## config.mk

```make
export PLATFORM = sky130hd
export DESIGN_NAME = seq_multdiv_unit
export DESIGN_NICKNAME = d
export VERILOG_FILES = /design/src/rtl/multdiv_pkg.sv /design/src/rtl/booth4_select.sv /design/src/rtl/seq_multdiv_unit.sv
export SDC_FILE = /design/constraint.sdc
export NUM_CORES = 1
export LEC_CHECK = 0
export ABC_AREA = 1
export BUFFER_PORTS_ARGS = -buffer_cell sky130_fd_sc_hd__buf_2
export CELL_PAD_IN_SITES_DETAIL_PLACEMENT = 1
export CELL_PAD_IN_SITES_GLOBAL_PLACEMENT = 2
export CORE_MARGIN = 4
export CORE_UTILIZATION = 25
export CTS_BUF_LIST = sky130_fd_sc_hd__clkbuf_4 sky130_fd_sc_hd__clkbuf_8
export DETAILED_ROUTE_END_ITERATION = 7
export PLACE_DENSITY_LB_ADDON = 0.15
export SETUP_SLACK_MARGIN = 0.1
export SLEW_MARGIN = 0
export SYNTH_ARGS = -nofsm -noshare
export SYNTH_HDL_FRONTEND = slang
export SYNTH_SLANG_ARGS = --single-unit
```

## constraint.sdc

```tcl
create_clock -name clock -period 4 [get_ports clock]
set_input_delay 0.6 -clock clock [delete_from_list [all_inputs] [get_ports clock]]
set_output_delay 0.6 -clock clock [all_outputs]
set_load 0.01 [all_outputs]
```

## src/rtl/multdiv_pkg.sv

```systemverilog
// Shared types and constants for the sequential multiply/divide unit.
// Contents: FSM state enum, iteration counts, datapath widths, result payload.
package multdiv_pkg;

  localparam int unsigned XLEN      = 32;
  localparam int unsigned PP_W      = XLEN + 2;       // Booth addend width (holds +-2M)
  localparam int unsigned WORK_W    = 2 * XLEN + 2;   // {acc[32:0], low[31:0], guard}
  localparam int unsigned CNT_W     = 5;
  localparam int unsigned MUL_ITERS = 16;
  localparam int unsigned DIV_ITERS = 32;

  localparam logic [XLEN-1:0] INT_MIN = 32'h8000_0000;

  typedef enum logic [1:0] {
    IDLE = 2'd0,
    MUL  = 2'd1,
    DIV  = 2'd2,
    DONE = 2'd3
  } state_e;

  typedef struct packed {
    logic [XLEN-1:0] value;
    logic            exc;
  } mdu_result_t;

endpackage

```

## src/rtl/booth4_select.sv

```systemverilog
// Radix-4 modified Booth recoder: maps a 3-bit multiplier window onto the
// {0, +M, +2M, -M, -2M} partial-product addend, sign-extended to PP_W bits.
// Ports: win_i (window {b[i+1], b[i], b[i-1]}), mcand_i (signed multiplicand),
//        pp_c (combinational addend).
module booth4_select
  import multdiv_pkg::*;
(
  input  logic [2:0]      win_i,
  input  logic [XLEN-1:0] mcand_i,
  output logic [PP_W-1:0] pp_c
);

  logic [PP_W-1:0] m1_c;
  logic [PP_W-1:0] m2_c;

  always_comb begin
    m1_c = {{2{mcand_i[XLEN-1]}}, mcand_i};
    m2_c = {mcand_i[XLEN-1], mcand_i, 1'b0};
    pp_c = '0;
    case (win_i)
      3'b001, 3'b010: pp_c = m1_c;
      3'b011:         pp_c = m2_c;
      3'b100:         pp_c = ~m2_c + PP_W'(1);
      3'b101, 3'b110: pp_c = ~m1_c + PP_W'(1);
      default:        pp_c = '0;
    endcase
  end

endmodule

```

## src/rtl/seq_multdiv_unit.sv

```systemverilog
// Multi-cycle signed 32-bit multiplier/divider for the execute stage.
// Multiply: radix-4 Booth, 16 iterations; divide: restoring, 32 iterations.
// Build option: define MULTDIV_DIV_EN to build the divider; without it a
//   divide start is rejected (result 0, exception 1) two edges later.
// Ports: clock, reset (async active-low), data_operandA/B (signed operands),
//   ctrl_MULT/ctrl_DIV (start pulses, MULT has priority), data_result,
//   data_exception (registered result/overflow), data_resultRDY (1-cycle done).
module seq_multdiv_unit
  import multdiv_pkg::*;
#(
  parameter int unsigned WIDTH = 32
) (
  input  logic             clock,
  input  logic             reset,
  input  logic [WIDTH-1:0] data_operandA,
  input  logic [WIDTH-1:0] data_operandB,
  input  logic             ctrl_MULT,
  input  logic             ctrl_DIV,
  output logic [WIDTH-1:0] data_result,
  output logic             data_exception,
  output logic             data_resultRDY
);

  state_e              state_q, state_d;
  logic [CNT_W-1:0]    cnt_q, cnt_d;
  logic [WORK_W-1:0]   work_q, work_d;   // mul: {acc, multiplier, guard}; div: {rem, quotient, 0}
  logic [XLEN-1:0]     mcand_q, mcand_d; // mul: multiplicand; div: divisor magnitude
  mdu_result_t         res_q, res_d;
  logic                rdy_q, rdy_d;

  logic                start_mul_c;
  logic                start_div_c;

  // Booth multiply step datapath
  logic [PP_W-1:0]     pp_c;
  logic [PP_W-1:0]     mul_sum_c;
  logic [WORK_W-1:0]   mul_next_c;
  logic [2*XLEN-1:0]   product_c;
  logic [XLEN:0]       prod_hi_c;
  logic                mul_ovf_c;

  booth4_select u_booth4_select (
    .win_i   (work_q[2:0]),
    .mcand_i (mcand_q),
    .pp_c    (pp_c)
  );

  // Add addend to sign-extended accumulator, then arithmetic shift right by 2.
  always_comb begin
    mul_sum_c  = {work_q[WORK_W-1], work_q[WORK_W-1:XLEN+1]} + pp_c;
    mul_next_c = {mul_sum_c[PP_W-1], mul_sum_c, work_q[XLEN:2]};
    product_c  = mul_next_c[2*XLEN:1];
    prod_hi_c  = product_c[2*XLEN-1:XLEN-1];
    mul_ovf_c  = ~((&prod_hi_c) | ~(|prod_hi_c));
  end

`ifdef MULTDIV_DIV_EN
  logic                neg_q, neg_d;       // quotient needs negation
  logic                spec_q, spec_d;     // special case resolved at start
  logic                spec_ovf_q, spec_ovf_d;

  logic [XLEN-1:0]     a_mag_c;
  logic [XLEN-1:0]     b_mag_c;
  logic [XLEN:0]       rem_sh_c;
  logic [XLEN:0]       trial_c;
  logic                qbit_c;
  logic [WORK_W-1:0]   div_next_c;
  logic [XLEN-1:0]     quo_c;
  logic [XLEN-1:0]     div_res_c;

  // Restoring division step: shift in next dividend bit, trial subtract, restore on borrow.
  always_comb begin
    a_mag_c    = data_operandA[XLEN-1] ? (~data_operandA + XLEN'(1)) : data_operandA;
    b_mag_c    = data_operandB[XLEN-1] ? (~data_operandB + XLEN'(1)) : data_operandB;
    rem_sh_c   = {work_q[WORK_W-2:XLEN+1], work_q[XLEN]};
    trial_c    = rem_sh_c - {1'b0, mcand_q};
    qbit_c     = ~trial_c[XLEN];
    div_next_c = {(qbit_c ? trial_c : rem_sh_c), work_q[XLEN-1:1], qbit_c, 1'b0};
    quo_c      = div_next_c[XLEN:1];
    div_res_c  = neg_q ? (~quo_c + XLEN'(1)) : quo_c;
  end
`endif

  // State and datapath registers
  always_ff @(posedge clock or negedge reset) begin
    if (!reset) begin
      state_q    <= IDLE;
      cnt_q      <= '0;
      work_q     <= '0;
      mcand_q    <= '0;
      res_q      <= '0;
      rdy_q      <= 1'b0;
`ifdef MULTDIV_DIV_EN
      neg_q      <= 1'b0;
      spec_q     <= 1'b0;
      spec_ovf_q <= 1'b0;
`endif
    end else begin
      state_q    <= state_d;
      cnt_q      <= cnt_d;
      work_q     <= work_d;
      mcand_q    <= mcand_d;
      res_q      <= res_d;
      rdy_q      <= rdy_d;
`ifdef MULTDIV_DIV_EN
      neg_q      <= neg_d;
      spec_q     <= spec_d;
      spec_ovf_q <= spec_ovf_d;
`endif
    end
  end

  // Next-state, iteration and start handling
  always_comb begin
    state_d    = state_q;
    cnt_d      = cnt_q;
    work_d     = work_q;
    mcand_d    = mcand_q;
    res_d      = res_q;
    rdy_d      = 1'b0;
`ifdef MULTDIV_DIV_EN
    neg_d      = neg_q;
    spec_d     = spec_q;
    spec_ovf_d = spec_ovf_q;
`endif

    start_mul_c = ctrl_MULT;
    start_div_c = ctrl_DIV & ~ctrl_MULT;

    case (state_q)
      IDLE: ;
      MUL: begin
        work_d = mul_next_c;
        if (cnt_q == CNT_W'(MUL_ITERS - 1)) begin
          state_d   = DONE;
          res_d.value = product_c[XLEN-1:0];
          res_d.exc   = mul_ovf_c;
        end else begin
          cnt_d = cnt_q + CNT_W'(1);
        end
      end
      DIV: begin
`ifdef MULTDIV_DIV_EN
        if (spec_q) begin
          state_d     = DONE;
          res_d.value = spec_ovf_q ? INT_MIN : '0;
          res_d.exc   = 1'b1;
        end else begin
          work_d = div_next_c;
          if (cnt_q == CNT_W'(DIV_ITERS - 1)) begin
            state_d     = DONE;
            res_d.value = div_res_c;
            res_d.exc   = 1'b0;
          end else begin
            cnt_d = cnt_q + CNT_W'(1);
          end
        end
`else
        // No divider: reject the request one cycle after it was taken.
        state_d     = DONE;
        res_d.value = '0;
        res_d.exc   = 1'b1;
`endif
      end
      DONE: begin
        state_d = IDLE;
        rdy_d   = 1'b1;
      end
      default: state_d = IDLE;
    endcase

    // A new start overrides whatever is in flight, including a pending RDY.
    if (start_mul_c) begin
      state_d = MUL;
      cnt_d   = '0;
      work_d  = {{(XLEN+1){1'b0}}, data_operandB, 1'b0};
      mcand_d = data_operandA;
      rdy_d   = 1'b0;
    end else if (start_div_c) begin
      state_d = DIV;
      cnt_d   = '0;
      rdy_d   = 1'b0;
`ifdef MULTDIV_DIV_EN
      work_d     = {{(XLEN+1){1'b0}}, a_mag_c, 1'b0};
      mcand_d    = b_mag_c;
      neg_d      = data_operandA[XLEN-1] ^ data_operandB[XLEN-1];
      spec_ovf_d = (data_operandB != '0);
      spec_d     = (data_operandB == '0) ||
                   ((data_operandA == INT_MIN) && (data_operandB == '1));
`endif
    end
  end

  assign data_result    = res_q.value;
  assign data_exception = res_q.exc;
  assign data_resultRDY = rdy_q;

endmodule

```

==> out/qor.yml <==
timing.final.setup_violations: 1
cp.required_ns: 4.36
timing.hold.worst.class: "in -> async"
syn-mean-instance-area_um2: 6.71
wire_per_inst_um: 17.1
dp.final_hpwl_mm: 30.7
totalPowerFinal_mw: 5.98
share_of_synthesized_area_occupied_by_flip_flops_and_latches_pct: 35.2
report.final.slew_viol_count: 0
synthArstFlopShare_pct: 100
drtPass1Iterations: 4
mappedNetlistArea_mm2: 0.00982
criticalPathCategory: "reg -> reg"
routabilityCongestion: 0.840
yosys_most_used_dff: "dfrtp_1"
netlist.area_leader.share_pct: 35.2
coreArea_mm2: 0.0387
postRouteWirelength_mm: 39.0
grt_setup_unrepaired: "true"
finalSetupTns_ns: -0.122
detailed_route_vias_per_instance: 4.56
most_frequent_cell_on_critical_path: "nand2_1"
grtUsageTotal_pct: 18.7
cts_root_buf: "clkbuf_8"
critical_path_sink_type: "register"
grt_pass1_wl_mm: 62.2
io-pin-count: 102
power_density_mw_per_mm2: 431
worstRegToRegCells: 28
num_rows: 72
cell_count_after_synthesis: 1464
finish.utilization_pct: 35.9
cts.hold.buffers_added: 0
first_global_vias: 11100
clock_latency_ns: 0.45
floorplan.die.height_um: 206
outcome: "finished, violations left"
critPathArrivalTime_ns: 4.48
clk_pin_slew_worst_paths_ns: 0.09
placement.setup.worst_slack_ns: -0.501
route.met2.wl_mm: 18.8
vdd.ir_drop.worst_uv: 193
syn-num-nets: 1569
cts-buffers-inserted: 17
antenna_found_initial: 7
area_delta_synth_final_pct: 41.5
layout.nets: 1854
io_buffers: 101
ys_seq_elements: 138
highest_cell_delay_on_the_worst_timing_path_ns: 0.41
max_freq_ghz: 0.243
worstPathMaxFanout: 4
transition_time_at_the_pin_with_the_least_slew_margin_ns: 1.06
worst_hold_slack_ns: 0.178
startpoint_type: "register"
top_layer_used: "met5"
failed_checks: "negative setup slack"
timing.final.ws_setup_ns: -0.122
cts_max_level: 4
hold_viol_final: 0
routedLengthMet1_mm: 18.2
synth_top_cells_by_area: "dfrtp_1, nand2_1, inv_1"
critical-path-slowest-cell: "dfrtp_1"
diodes: 0
yosysTopAreaCell: "dfrtp_1"
yosys_warnings: 0
cts_buffer_depth: 2
synth.distinct_cells: 49
start_util_pct: 25.3
max_cap_viol_count: 0
routed-via-count: 10400
share_of_final_layout_standard_cells_stronger_than_drive_strength_1_pct: 34.1
synth-edff-count: 0
drc: 0
tritoncts: "built"
finalCritPeriodShare_pct: 103
drtIter0Drc: 339
gr-total-overflow: 0
clock_tree_sinks: 138
fp.dieArea_mm2: 0.0425
dr_wl_met3_mm: 1.43
die_w_um: 206
slew_headroom_pct: 29.0
grt_max_degree: 86
layout_min_cycle_time_ns: 4.12
timing.clock.skew_ns: 0.0170
postRouteAntennaNets: 0
static_leakage_nw: 7.06
[worst paths after layout]
kind / startpoint / end / slack (ns)
worst max-delay path: mcand_q[1] / data_exception / -0.12
worst min-delay path: reset / data_result[24] / 0.18
worst max register to register: mcand_q[1] / data_exception / -0.12
worst min register to register: cnt_q[3] / cnt_q[3] / 0.48
max in group asynchronous: reset / work_q[55] / 3.03
min in group clock: data_operandA[1] / mcand_q[1] / 0.35
[cells by family after synthesis]
logic type	synth area share, %
xor gates and xnor gates	3.64
DFF	35.2
and+or+nand+nor	31.1
AOI/OAI and AO/OA	14.5
buffers and inverters	10.8
adders and majority gates	4.79
[final cells by class]
type | count | area (um^2)
clock inverters | 11 | 87.6
repair buffers | 304 | 2130
flip-flops and latches | 138 | 3450
fillers | 4891 | 24800
inverters | 244 | 921
well taps | 518 | 648
multi-input cells | 1044 | 6370
clock buffers | 21 | 277
[synth_stat cells, types with 16 or more instances]
cell,number
o21ai_0,131
inv_2,23
o22ai_1,21
dfrtp_1,138
nand3_1,62
o221ai_1,16
xor2_1,33
nand2_1,494
nor2_1,107
clkbuf_1,35
inv_1,218
a21oi_1,27
ha_1,36
[critical path: cells and delay by family, from the launching register on]
kind | cells | cell delay (ns)
flip-flops | 1 | 0.41
AND/OR/NAND/NOR | 17 | 1.91
AO/OA/AOI/OAI | 2 | 0.28
adder cells (fa/ha/maj) | 2 | 0.52
XOR/XNOR | 2 | 0.40
buffers and inverters | 5 | 0.47
[through the flow]
stage | instance area (um^2) | instances
floorplan | 9820 | 1464
global placement | 12100 | 2209
detailed placement | 12100 | 2209
CTS | 12900 | 2258
global route | 13900 | 2280
finish | 13900 | 2280
[sequential cells by signal (all words and copies together), names as in the netlist]
register,cells
data_resultRDY,1
data_exception,1
work_q,65
cnt_q,5
data_result,32
state_q,2
mcand_q,32
[report_power, final]
group,switching (mW),total [mW],internal (mW),leakage (nW)
logic,1.81,3.23,1.42,5.10
registers,0.112,1.65,1.54,1.79
clock network,0.622,1.11,0.483,0.176
total,2.55,5.98,3.44,7.06
[cell usage in the layout, fill, tap and decap left out, types with 8 or more instances in the layout]
| cell type | instances |
|---|---|
| inv_1 | 207 |
| o21ai_1 | 15 |
| buf_6 | 12 |
| a21oi_1 | 11 |
| o221ai_1 | 14 |
| ha_1 | 15 |
| inv_2 | 32 |
| o21ai_0 | 119 |
| nor2_2 | 29 |
| nor2_1 | 68 |
| nand2_2 | 73 |
| nor2_4 | 19 |
| ha_4 | 17 |
| clkbuf_8 | 19 |
| nand3_2 | 17 |
| nand4_1 | 8 |
| a22oi_1 | 15 |
| nand2_1 | 410 |
| buf_4 | 189 |
| nand3_1 | 46 |
| nand2_4 | 12 |
| o22ai_1 | 20 |
| buf_2 | 99 |
| a21oi_2 | 11 |
| dfrtp_1 | 138 |
| xor2_1 | 27 |
[per-layer routing]
| layer | global-route usage, % | vias to the layer above |
|---|---|---|
| li1 | - | 5218 |
| met1 | 24.9 | 5016 |
| met2 | 31.9 | 111 |
| met3 | 3.69 | 35 |
| met4 | 3.37 | 14 |
| met5 | 0 | - |
[repair_timing]
item	CTS	global route
gates resized for setup	98	192
setup buffers	17	23
endpoints found under the setup margin	14	21
endpoints found under the hold margin	0	0
pin swaps	53	102
No activity file was read; power rests on OpenSTA's default activity.
